--- config.mk ---
export PLATFORM = sky130hd
export DESIGN_NAME = fru_cfg_loader
export DESIGN_NICKNAME = d
export VERILOG_FILES = /design/src/rtl/fru_cfg_loader.sv
export SDC_FILE = /design/constraint.sdc
export NUM_CORES = 1
export LEC_CHECK = 0
export ABC_AREA = 1
export ABC_CLOCK_PERIOD_IN_PS = 1350
export BUFFER_PORTS_ARGS = -buffer_cell sky130_fd_sc_hd__buf_2
export CAP_MARGIN = 20
export CORE_AREA = 2 2 49 46
export CTS_CLUSTER_SIZE = 30
export DETAILED_ROUTE_END_ITERATION = 10
export DIE_AREA = 0 0 51 48
export MAX_ROUTING_LAYER = met4
export PLACE_DENSITY_LB_ADDON = 0.1
export REMOVE_ABC_BUFFERS = 1
export SLEW_MARGIN = 15
export SYNTH_ARGS = -nofsm -noshare
export SYNTH_HDL_FRONTEND = slang
export SYNTH_SLANG_ARGS = --single-unit
--- constraint.sdc ---
create_clock -name clk -period 1.35 [get_ports clk]
set_input_delay 0.27 -clock clk [delete_from_list [all_inputs] [get_ports clk]]
set_output_delay 0.27 -clock clk [all_outputs]
set_load 0.01 [all_outputs]
--- src/rtl/fru_cfg_loader.sv ---
// Serial shadow-register loader for the FRU PLA configuration (RegMux, minterm OR mask).
// Optional FRU_CFG_PARITY_EN appends an even-parity bit to each frame and checks it at commit.
module fru_cfg_loader #(
    parameter int INPUT_SIZE   = 2,
    parameter int SEGMENT_SIZE = 2,
    localparam int SEL_W       = $clog2(INPUT_SIZE),
    localparam int CFG_W       = SEGMENT_SIZE*SEL_W + 2**SEGMENT_SIZE
) (
    input  logic                                 clk,
    input  logic                                 rst_n,
    input  logic                                 CfgStart,
    input  logic                                 CfgValid,
    input  logic                                 CfgBit,
    output logic                                 CfgReady,
    input  logic                                 CfgCommit,
    output logic [SEGMENT_SIZE-1:0][SEL_W-1:0]   RegMux,
    output logic [2**SEGMENT_SIZE-1:0]           RegMintermORSelect,
    output logic                                 CfgLoaded,
    output logic                                 CfgActive,
    output logic                                 CfgErr
);

    localparam int MUX_W = SEGMENT_SIZE*SEL_W;
    localparam int OR_W  = 2**SEGMENT_SIZE;
`ifdef FRU_CFG_PARITY_EN
    localparam int FRAME_W = CFG_W + 1;
`else
    localparam int FRAME_W = CFG_W;
`endif
    localparam int CNT_W = $clog2(FRAME_W + 1);

    typedef enum logic [1:0] {
        IDLE  = 2'd0,
        SHIFT = 2'd1,
        FULL  = 2'd2
    } state_t;

    state_t             state;
    logic [CNT_W-1:0]   count;
    logic [FRAME_W-1:0] shadow;
    logic               par_ok;

`ifdef FRU_CFG_PARITY_EN
    // Even parity: data bits plus parity bit must XOR to zero.
    assign par_ok = ~(^shadow);
`else
    assign par_ok = 1'b1;
`endif

    always_ff @(posedge clk or negedge rst_n) begin
        if (!rst_n) begin
            state              <= IDLE;
            count              <= '0;
            shadow             <= '0;
            RegMux             <= '0;
            RegMintermORSelect <= '0;
            CfgReady           <= 1'b0;
            CfgLoaded          <= 1'b0;
            CfgActive          <= 1'b0;
            CfgErr             <= 1'b0;
        end else if (CfgStart) begin
            // Start wins over a simultaneous commit; the held frame is dropped.
            state     <= SHIFT;
            count     <= '0;
            shadow    <= '0;
            CfgErr    <= 1'b0;
            CfgReady  <= 1'b1;
            CfgLoaded <= 1'b0;
        end else begin
            unique case (state)
                IDLE: begin
                    if (CfgCommit) CfgErr <= 1'b1;
                end
                SHIFT: begin
                    if (CfgCommit) begin
                        CfgErr <= 1'b1;
                    end else if (CfgValid && CfgReady) begin
                        shadow <= shadow | (FRAME_W'(CfgBit) << count);
                        count  <= count + CNT_W'(1);
                        if (count == CNT_W'(FRAME_W - 1)) begin
                            state     <= FULL;
                            CfgReady  <= 1'b0;
                            CfgLoaded <= 1'b1;
                        end
                    end
                end
                FULL: begin
                    if (CfgCommit) begin
                        state     <= IDLE;
                        CfgLoaded <= 1'b0;
                        if (par_ok) begin
                            RegMux             <= shadow[MUX_W-1:0];
                            RegMintermORSelect <= shadow[MUX_W +: OR_W];
                            CfgActive          <= 1'b1;
                        end else begin
                            CfgErr <= 1'b1;
                        end
                    end
                end
                default: begin
                    state     <= IDLE;
                    CfgReady  <= 1'b0;
                    CfgLoaded <= 1'b0;
                end
            endcase
        end
    end

endmodule

==> out/results.ini, run 1 <==
[finish]
mostFrequentLayoutCells=nand2_1, dfrtp_1, buf_2
nets=141
layout-drive-gt1-share=0.265
final_cell_area_sq_um=1120
diodes=0
post-route-util=0.591
layout_commonest_cell=nand2_1
area_growth_pct=13.7

[synth]
netlist_instances=114
netlist_area_sq_um=986
synth.distinct_cells=19
yosysWarnings=0
yosysSeqAreaShare=0.508
synth-seq-cells=20
postSynthAreaPerCell_sq_um=8.65

[sta]
fin_hold_ws_ns=0.260
setup_violations=0
rsz0062_at_grt=no
tightest_slew_ns=0.439
slew_violations=0
clock.fmax_mhz=822
fin_crit_ns=1.22
hold_violations=0
slew_headroom=0.707
skew_ns=0.00124
post-route-period-util=0.902
setup_tns_ns=0

[min_path]
hold_class=in2reg

[route]
dr.first_iter.drc_count=13
finalWirelength_um=1690
routedWlPerCell_um=10.7
via_per_inst=4.65
ant_nets=0
dr.pass1.iters=4
via_count=730
dr_wl_met3_um=66
met1Wirelength_um=865
route.detailed.drc=0
dr_wl_met2_um=740
maxUsedRoutingLayer=met4

[clocking]
clkLatencyLatePin_ns=0.29
clockBufferDepth=2
htreeDepth=1
clock_sink_count=20
cts_root_buffer=clkbuf_4
numCtsBuffers=3
cts_tree=done
clkTransAtPathRegs_ns=0.11

[pwr]
leakage_nw=0.561
vdd_drop_max_mv=0.761
power_mw=1.21
power_density_nw_per_um2=1080

[global_route]
grt_start_max_net_pins=21
grt_pass1_wl_um=2810
grt_pass1_vias=640
gr-total-overflow=0
track_usage=0.163
antenna_found_initial=0

[die]
die_height_um=48
die_x_um=51
io_pins=16
start_util=0.520
die_area_sq_um=2450
core_area_sq_um=1900
row_count=15

[run]
max-cap-violations=0

[setup_path]
cp-end-kind=output pin
cp_max_fo=5
critical-path-slowest-cell=dfrtp_1
cp_num_buf_inv=1
path_cells=buf_2
crit_type=reg2out
crit_family=flip-flops
slowest_delay_ns=0.48
arrival_ns=0.95
r2r_setup_slack_ns=0.17
cp.required_ns=1.08
worst_setup_path_start_kind=flip-flop

[status]
outcome=finished, final reports clean

[placement]
placed_area_sq_um=1070
gp_congestion=0.775
port_buffers=15
dp_hpwl_um=1230

per-stage QoR:
step	cells	worst slack, ns
final	157	0.133
after global routing	157	0.0711
after CTS	157	0.0899
after detailed placement	152	0.109
after global placement	152	0.149
after floorplan	111	0.232
cell usage after synthesis, drive strengths merged:
cell type | n | area share
a21oi | 7 | 0.036
dfrtp | 20 | 0.51
nand3 | 7 | 0.046
nand4 | 3 | 0.025
o21ai | 8 | 0.063
inv | 15 | 0.060
or2 | 1 | 0.0063
nor2 | 11 | 0.049
o211ai | 1 | 0.0076
nand2 | 36 | 0.14
ha | 2 | 0.025
buf | 3 | 0.034
worst min-delay path, stage by stage:
cell and delay (ns):
buf_2 0.11, inv_4 0.07, nand2_1 0.07
power breakdown:
| group | internal (mW) | total (mW) | leakage [nW] | switching (mW) |
|---|---|---|---|---|
| combinational | 0.0740 | 0.208 | 0.277 | 0.134 |
| sequential | 0.631 | 0.667 | 0.263 | 0.0362 |
| clock | 0.164 | 0.339 | 0.0210 | 0.174 |
path summary, 6_finish.rpt:
check / from / cells past startpoint / endpoint
max: state[1]$_DFFE_PN0P_ / 1 / CfgLoaded
min: CfgStart / 3 / CfgReady$_DFFE_PN0P_
max reg2reg: count[0]$_DFFE_PN0P_ / 4 / count[2]$_DFFE_PN0P_
min in group asynchronous: rst_n / 2 / state[1]$_DFFE_PN0P_
max in group asynchronous: rst_n / 2 / shadow[5]$_DFFE_PN0P_
min reg2reg: CfgActive$_DFFE_PN0P_ / 2 / CfgActive$_DFFE_PN0P_
metal layers:
layer  vias up  GRT usage
li1        394          -
met1       323      0.204
met2        11      0.260
met3         2     0.0563
met4         0     0.0324
met5         -          -
registers in the layout (all words and copies together) (netlist names):
register and count:
RegMintermORSelect 4, CfgActive 1, state 2, count 3, RegMux 2, shadow 6, CfgErr 1, CfgReady 1
kinds of logic after synthesis:
family / count (synthesis) / synth area share
AOI/OAI and AO/OA: 16 / 0.107
adders and majority gates: 2 / 0.0254
and+or+nand+nor: 58 / 0.267
buffers and inverters: 18 / 0.0939
DFF: 20 / 0.508
cell type report:
cell class | instances | area [sq um]
clock buffers | 4 | 36.3
fillers | 179 | 774
inverters | 15 | 58.8
multi-input cells | 76 | 402
flip-flops and latches | 20 | 500
well taps | 25 | 31.3
repair buffers | 17 | 92.6
what timing repair did:
action | in CTS | in global routing
endpoints found under the hold margin | 20 | 0
endpoints found under the setup margin | 0 | 2
setup buffers | 0 | 0
resized for setup | 0 | 1
hold buffers | 1 | 0
Note: power is estimated with default switching activity, not from simulation.
==> run 2, diff against run 1 <==
--- a/config.mk
+++ b/config.mk
@@ -5,14 +5,13 @@
 export SDC_FILE = /design/constraint.sdc
 export NUM_CORES = 1
 export LEC_CHECK = 0
-export ABC_AREA = 1
 export ABC_CLOCK_PERIOD_IN_PS = 1350
 export BUFFER_PORTS_ARGS = -buffer_cell sky130_fd_sc_hd__buf_2
 export CAP_MARGIN = 20
-export CORE_AREA = 2 2 49 46
+export CORE_AREA = 2 2 57 54
 export CTS_CLUSTER_SIZE = 30
 export DETAILED_ROUTE_END_ITERATION = 10
-export DIE_AREA = 0 0 51 48
+export DIE_AREA = 0 0 59 56
 export MAX_ROUTING_LAYER = met4
 export PLACE_DENSITY_LB_ADDON = 0.1
 export REMOVE_ABC_BUFFERS = 1
==> run 2 against run 1 <==
- synthesized cell count fell by 32%
- non-clock buffer count is 8 higher
- total power down 1.4%
- hold slack worse by 0.078 ns
- die area up 35%
- register-to-register slack got worse by 0.16 ns
- first-iteration DRC count is 7.7% lower
- via count fell by 12%
- sequential share of layout area is 1.9 points lower
- global-route usage is 4.5 points lower
- final area grew 4.4%
- largest cell class unchanged
==> out/results.ini, run 2 <==
[setup_path]
crit_cells=4  ; +3
worst_setup_path_start_kind=flip-flop
cp_num_buf_inv=1  ; unchanged
cp.required_ns=1.59  ; +0.51 ns
arrival_ns=1.59  ; +0.64 ns
critical-path-slowest-cell=or4_4
crit_type=reg2reg
crit_family=simple AND/OR/NAND/NOR gates
worst_r2r_path_depth=4  ; unchanged
slowest_delay_ns=0.47  ; about the same
path_cells=ha_2 > inv_2 > or4_4 > a21oi_2
cp_max_fo=4  ; -1
cp-end-kind=flip-flop

[finish]
layout_commonest_cell=dfrtp_1
reg_top3=shadow (6), RegMintermORSelect (4), count (3)
layout-drive-gt1-share=0.476  ; +0.211
final_cell_area_sq_um=1170  ; +4.4%
post-route-util=0.440  ; -0.151
final.fill_count=266  ; +49%
regMostFlops=shadow
largest_reg_flops=6  ; unchanged
area_growth_pct=27.4
nets=114  ; -19%
diodes=0  ; unchanged
mostFrequentLayoutCells=dfrtp_1, buf_2, buf_4
stdcell_count=135  ; -14%

[clocking]
numCtsBuffers=3  ; unchanged
cts_tree=done
htreeDepth=1  ; unchanged
clkLatencyLatePin_ns=0.31  ; +0.02 ns
cts_root_buffer=clkbuf_4
clockBufferDepth=2  ; unchanged
clock_sink_count=20  ; unchanged
clkTransAtPathRegs_ns=0.12  ; about the same

[sta]
rsz0062_at_grt=yes
slew_headroom=0.686  ; -0.0212
clock.fmax_mhz=744  ; -9.5%
tightest_slew_ns=0.471  ; +0.0318 ns
setup_violations=0  ; unchanged
slew_violations=0  ; unchanged
skew_ns=0.00580  ; +0.00456 ns
hold_violations=0  ; unchanged
setup_slack_ns=0.00503  ; -0.128 ns
fin_crit_ns=1.34  ; +0.128 ns
post-route-period-util=0.996  ; +0.0947

[pwr]
leakage_nw=0.554  ; -1.3%
power_density_nw_per_um2=1020  ; -5.6%
vdd_drop_max_mv=0.604  ; -21%

[synth]
synthArstFlopShare=1.00  ; unchanged
ys.flop_type=dfrtp_1
ys_top_cells_by_count=dfrtp_1, inv_1, mux2_2, o22ai_1, or2_2
yosysSeqAreaShare=0.545  ; +0.0373
synth_compound_area_frac=0.0981  ; -0.00851
synth_simple_gate_area_frac=0.192  ; -0.0744
synthTopCellsByArea=dfrtp_1, mux2_2, o22ai_1, inv_1, ha_1
yosysWarnings=0  ; unchanged
postSynthAreaPerCell_sq_um=11.8  ; +36%
synth_top_cell_area_share=0.545  ; +0.0373
synth_most_common_cell=dfrtp_1
synth_adder_area_share=0.0272  ; +0.00187
synthMuxAreaShare=0.0845  ; +0.0845
netlist_instances=78  ; -32%
synth.distinct_cells=29  ; +10
synth-seq-cells=20  ; unchanged
yosysTopAreaCell=dfrtp_1
synth_edf_count=0  ; unchanged
synth_top_family_by_area=simple AND/OR/NAND/NOR gates
netlist_area_sq_um=918  ; -6.9%
synth-xor-area-share=0  ; unchanged

[global_route]
gr-total-overflow=0  ; unchanged
track_usage=0.118  ; -0.0446
antenna_found_initial=0  ; unchanged
grt_pass1_wl_um=2960  ; +5.4%
grt_pass1_vias=646  ; +0.94%
grt_start_max_net_pins=21  ; unchanged

[placement]
placed_area_sq_um=1070  ; +0.23%
port_buffers=15  ; unchanged
dpl_worst_slack_ns=-0.0369  ; -0.146 ns
gp_congestion=0.709  ; -8.6%
numPlacedInstances=128  ; -16%
dp_hpwl_um=1240  ; +0.71%

[die]
row_count=18  ; +3
die_x_um=59  ; +16%
start_util=0.346  ; -0.175
die_area_sq_um=3300  ; +35%
die_height_um=56  ; +17%
core_area_sq_um=2660  ; +40%
io_pins=16  ; unchanged

[route]
dr.first_iter.drc_count=12  ; -1
via_per_inst=4.77  ; +2.6%
ant_nets=0  ; unchanged
routedWlPerCell_um=12.8  ; +19%
route.detailed.drc=0  ; unchanged
via_count=644  ; -12%
dr.pass1.iters=3  ; -1
finalWirelength_um=1720  ; +2.1%

[status]
outcome=finished, final reports clean

[min_path]
min_path_cells=2  ; -1
hold_class=in2reg

[run]
max-cap-violations=0  ; unchanged

## run 2: per-layer routing
metal  vias up  track usage  part of all wire
met5         -            -                 0
met4         0       0.0227            0.0081
met3         4       0.0465             0.034
met2        12        0.170              0.44
met1       298        0.159              0.51
li1        330            -                 -
## run 2: where the power goes
part	switching [mW]	total (mW)	internal, mW	leakage (nW)
registers	0.00730	0.616	0.608	0.265
clock network	0.194	0.495	0.300	0.0279
logic	0.0477	0.0860	0.0382	0.261
total	0.249	1.20	0.947	0.554
## run 2: repair_timing
action / 4_1_cts / 5_1_grt
hold buffers: 1 / 0
resized for setup: 6 / 2
setup buffers: 1 / 1
endpoints found under the setup margin: 2 / 9
cloned: 0 / 0
pin swaps: 3 / 1
endpoints found under the hold margin: 20 / 0
## run 2: logic make-up after synthesis
kind of cell | count (synthesis)
mux | 7
flops | 20
simple gates | 24
compound gates | 14
buf+inv | 11
fa+ha+maj | 2
## run 2: final cells by class
type | instances | area (sq um) | share of cell area
well taps | 30 | 37.5 | 0.0321
inverters | 9 | 33.8 | 0.0289
multi-input cells | 47 | 389 | 0.333
clock buffers | 3 | 22.5 | 0.0193
clock inverters | 1 | 30.0 | 0.0257
flip-flops and latches | 20 | 500 | 0.428
repair buffers | 25 | 156 | 0.134
## run 2: path summary, 6_finish.rpt
check | start | to | slack (ns)
hold reg to reg | CfgActive$_DFFE_PN0P_ | CfgActive$_DFFE_PN0P_ | 0.48
setup / recovery | count[1]$_DFFE_PN0P_ | count[2]$_DFFE_PN0P_ | 0.005
setup reg to reg | count[1]$_DFFE_PN0P_ | count[2]$_DFFE_PN0P_ | 0.005
hold / removal | CfgCommit | state[1]$_DFFE_PN0P_ | 0.18
min in group asynchronous | rst_n | shadow[2]$_DFFE_PN0P_ | 0.43
max in group asynchronous | rst_n | state[0]$_DFFE_PN0P_ | 0.59
## run 2: per-stage QoR
stage,hold slack (ns),setup TNS (ns),power (mW)
floorplan,-0.0256,-0.187,0.660
global placement,0.250,-0.0238,0.706
detailed placement,0.242,-0.0369,0.704
CTS,0.162,0,1.21
global route,0.173,-0.167,1.24
finish,0.182,0,1.20
